===== src/rtl/timing_sequencer_if.sv =====
// timing_sequencer_if: control inputs and timing outputs of the instruction timing sequencer.
interface timing_sequencer_if #(parameter int SC_W = 3);
    logic start;
    logic hlt;
    logic sc_clr;
    logic irq;
    logic ien;
    logic [SC_W-1:0] sc;
    logic run;
    logic r_flag;
    logic sc_ovf;
    modport master(output start, hlt, sc_clr, irq, ien, input sc, run, r_flag, sc_ovf);
    modport slave(input start, hlt, sc_clr, irq, ien, output sc, run, r_flag, sc_ovf);
endinterface


===== src/rtl/timing_sequencer.sv =====
// timing_sequencer: run/stop flip-flop, sequence counter for T0..T7 decode, interrupt-cycle flag and sticky overflow.
module timing_sequencer #(parameter int SC_W = 3) (
    input logic clk,
    input logic rst,
    timing_sequencer_if.slave bus
);
    typedef enum logic {IDLE, RUN} state_t;
    state_t state, state_n;
    logic [SC_W-1:0] sc_n;
    logic r_n, ovf_n, irq_take;
    assign bus.run = (state == RUN);
    always_comb begin
        state_n = state;
        sc_n = bus.sc;
        r_n = bus.r_flag;
        ovf_n = bus.sc_ovf;
        // interrupts are only taken after the fetch/decode steps T0..T2
        irq_take = bus.ien && bus.irq && !bus.r_flag && (32'(bus.sc) > 2);
        if (state == IDLE) begin
            if (bus.start && !bus.hlt) begin
                state_n = RUN;
                sc_n = '0;
            end
        end else if (bus.hlt) begin
            state_n = IDLE;
            sc_n = '0;
        end else begin
            sc_n = bus.sc_clr ? '0 : bus.sc + SC_W'(1);
            ovf_n = bus.sc_ovf | (!bus.sc_clr && (&bus.sc));
            r_n = irq_take ? 1'b1 : (bus.r_flag && !bus.sc_clr);
        end
    end
    always_ff @(posedge clk or posedge rst) begin
        if (rst) begin
            state <= IDLE;
            bus.sc <= '0;
            bus.r_flag <= 1'b0;
            bus.sc_ovf <= 1'b0;
        end else begin
            state <= state_n;
            bus.sc <= sc_n;
            bus.r_flag <= r_n;
            bus.sc_ovf <= ovf_n;
        end
    end
endmodule


===== src/flat_wrapper.sv =====
// flat-port wrapper written by rule: the top's interface ports become plain ports
module timing_sequencer_flat 
#(parameter int SC_W = 3)
  (clk, rst, bus_start, bus_hlt, bus_sc_clr, bus_irq, bus_ien, bus_sc, bus_run, bus_r_flag, bus_sc_ovf);
  timing_sequencer_if #(.SC_W(SC_W)) bus_i ();
  input logic clk;
  input logic rst;
  input wire logic [$bits(bus_i.start)-1:0] bus_start;
  input wire logic [$bits(bus_i.hlt)-1:0] bus_hlt;
  input wire logic [$bits(bus_i.sc_clr)-1:0] bus_sc_clr;
  input wire logic [$bits(bus_i.irq)-1:0] bus_irq;
  input wire logic [$bits(bus_i.ien)-1:0] bus_ien;
  output wire logic [$bits(bus_i.sc)-1:0] bus_sc;
  output wire logic [$bits(bus_i.run)-1:0] bus_run;
  output wire logic [$bits(bus_i.r_flag)-1:0] bus_r_flag;
  output wire logic [$bits(bus_i.sc_ovf)-1:0] bus_sc_ovf;
  assign bus_i.start = bus_start;
  assign bus_i.hlt = bus_hlt;
  assign bus_i.sc_clr = bus_sc_clr;
  assign bus_i.irq = bus_irq;
  assign bus_i.ien = bus_ien;
  assign bus_sc = bus_i.sc;
  assign bus_run = bus_i.run;
  assign bus_r_flag = bus_i.r_flag;
  assign bus_sc_ovf = bus_i.sc_ovf;
  timing_sequencer #(.SC_W(SC_W)) u_core (.clk(clk), .rst(rst), .bus(bus_i));
endmodule

===== config.mk =====
export PLATFORM = sky130hd
export DESIGN_NAME = timing_sequencer_flat
export DESIGN_NICKNAME = d
export VERILOG_FILES = /design/src/rtl/timing_sequencer_if.sv /design/src/rtl/timing_sequencer.sv /design/src/flat_wrapper.sv
export SDC_FILE = /design/constraint.sdc
export NUM_CORES = 1
export LEC_CHECK = 0
export CORE_AREA = 3 3 40 42
export DETAILED_ROUTE_END_ITERATION = 7
export DIE_AREA = 0 0 43 45
export DONT_BUFFER_PORTS = 1
export PLACE_DENSITY_LB_ADDON = 0.1
export SETUP_SLACK_MARGIN = 0.4
export SYNTH_ARGS = -nofsm -noshare
export SYNTH_HDL_FRONTEND = slang
export SYNTH_SLANG_ARGS = --single-unit

===== constraint.sdc =====
create_clock -name clk -period 1.4 [get_ports clk]
set_input_delay 0.21 -clock clk [delete_from_list [all_inputs] [get_ports clk]]
set_output_delay 0.21 -clock clk [all_outputs]
set_load 0.05 [all_outputs]

==> results.md <==
- Period minus WS final: approximately 1100 ps
- Setup crit end kind: register
- Wire length of the first global-routing pass: about 1400 microns
- Largest net degree at the start of global routing: 7
- Antenna Nets Post-Route: 0
- Slew Viols, Final: 0
- Leak pwr: between 0.2 and 0.25 nW
- Cell Pwr Density: 905 mW/mm^2
- Crit path arrival time: about 1300 ps
- Syn Nets: 40
- Crit path kind: reg2reg
- Worst min-delay path class: in2reg
- Maximum vdd drop: 0.000465 V
- Vias in the first global route: a little over 300
- DR vias: between 200 and 300
- Antenna Cells: 0
- Endpoints failing setup: 0
- Final clock skew: between 0.5 and 0.6 ps
- Clk Latency, worst-skew pair: roughly 250 ps
- Post-synth cell types: 16
- Worst slew margin: 0.778
- CTS tree: built
- CTS buffer count: 3
- RSZ-0062 raised after global routing: yes
- Die W: approximately 43 microns
- WL/cell: 14.6 microns
- Root Buffer: clkbuf_4
- WP buf/inv: 0
- Fill cell count: around 130
- Most common cell after layout, fill and taps aside: dfrtp_2
- Post-route clock period utilization: 0.796
- Worst-path clk slew: approximately 50 ps
- Starting density of the core: 0.236
- Util after Layout: 0.369
- Max cap viols: 0
- Global-route usage over all layers: 0.107
- Max stage delay on crit path: between 400 and 500 ps
- Core outline area: between 0.001 and 0.0015 sq mm
- Slowest-stage cell, CP: dfrtp_2
- GRT overflow: 0
- Register bit total from synthesis: 6
- Layout area overhead: 56.6%
- CP Launch Type: register
- Slack of the critical path: between 200 and 300 ps
- Port buffer count: 0
- WL final: roughly 830 microns
- Most frequent cells in the layout: 5 x dfrtp_2, 4 x nor2_1, 4 x buf_6
- 1st-iter DRT viols: 2
- Die Ht: 45 microns
- Initial antenna violation count: 0
- Mean Syn Cell Area: between 10 and 15 sq um
- Sequential-to-total area share from yosys stat: 0.496
- Max FO, Critical Path: 5
- Site row count: 13
- DP Worst Slack: about 300 ps
- # nets final: 54
- CTS Sinks: 6
- Initial DRT Pass Iterations: 3
- Largest delay share family, worst path: flip-flops
- Warnings from Yosys: 0
- Final hold violations: 0
- Fmax: roughly 900 MHz
- Worst-Margin Slew: around 330 ps
- Hold WS: 74.1 ps
- DP HPWL: 620 microns
- Die area: just under 0.002 sq mm
- Post-Syn Area: slightly above 300 sq um
- Gpl congestion: between 0.6 and 0.7
- H-tree depth: 1
- Worst EP required: between 1500 and 2000 ps
- Via density: approximately 4.9
- Residual DRC: 0
- Mapped Cells: 30
- Ratio of cells with drive above 1 in the final layout: 0.548
- Longest Clk Path Bufs: 2
- CP Cell Sequence: ha_4, ha_4, a31o_2
- Io pins: 13
- Most common cell type on the critical path: ha_4
- Setup Total Neg Slack: 0 ps
- Status: finished, final reports clean
==> power breakdown <==
part           switching [mW]  internal [mW]
registers             0.00868          0.180
logic                  0.0417         0.0305
clock network          0.0705         0.0975
total                   0.121          0.308
==> cells in the mapped netlist <==
master     instances  share of area
dfrtp_1            6           0.50
nor2b_1            1          0.021
nor2_1             4          0.050
o21ai_0            2          0.033
a311oi_1           1          0.029
a22o_1             1          0.029
ha_1               3           0.12
nand2_1            1          0.012
inv_1              4          0.050
o2bb2ai_1          1          0.029
a31oi_1            1          0.021
a31o_2             1          0.029
nand3_1            1          0.017
and2b_2            1          0.029
nor3_1             1          0.017
a21oi_1            1          0.017
==> cell families after synthesis <==
group | count (synthesis) | synth area share
buf+inv | 4 | 0.0496
fa+ha+maj | 3 | 0.124
simple gates | 9 | 0.145
compound gates | 8 | 0.186
flops | 6 | 0.496
==> metal layers <==
layer	GRT usage	up-vias	part of all wire
met1	0.0882	132	0.36
li1	-	129	-
met2	0.177	11	0.48
met4	0.108	0	0.043
met5	0	-	0
met3	0.0598	5	0.11
==> through the flow <==
step	instance area, sq um	instances	power (mW)
2_1_floorplan	340	30	0.231
3_3_place_gp	389	49	0.247
3_5_place_dp	389	49	0.249
4_1_cts	463	56	0.433
5_1_grt	474	57	0.456
6_report	474	57	0.429
==> registers in the layout, indices dropped and copies added (netlist names) <==
register	flops
u_core.bus.sc	3
u_core.bus.r_flag	1
u_core.bus.run	1
u_core.bus.sc_ovf	1
==> cell type report <==
type	count	area, sq um	area share
Clock buffer	3	22.5	0.0475
Inverter	4	15.0	0.0317
Multi-Input combinational cell	20	174	0.367
Sequential cell	6	156	0.330
Tap cell	15	18.8	0.0396
Timing Repair Buffer	9	87.6	0.185
==> what timing repair did <==
action | in CTS | in global routing
resized for setup | 5 | 1
endpoints found under the hold margin | 6 | 1
pin swaps | 0 | 2
hold buffers | 1 | 1
buffers inserted | 3 | 0
setup endpoints to repair | 11 | 10
==> path summary, 6_finish.rpt <==
check,startpoint,endpoint,slack (ps),cells past startpoint
worst min register to register,u_core.bus.sc[1],u_core.bus.sc[1],600,1
worst max-delay path,u_core.bus.sc[1],u_core.bus.sc_ovf,280,3
worst min-delay path,bus_sc_clr,u_core.bus.r_flag,70,1
worst max register to register,u_core.bus.sc[1],u_core.bus.sc_ovf,280,3
min in group asynchronous,rst,u_core.bus.r_flag,320,2
max in group asynchronous,rst,u_core.bus.sc[2],860,2
Power figures use the tool's default switching activity.
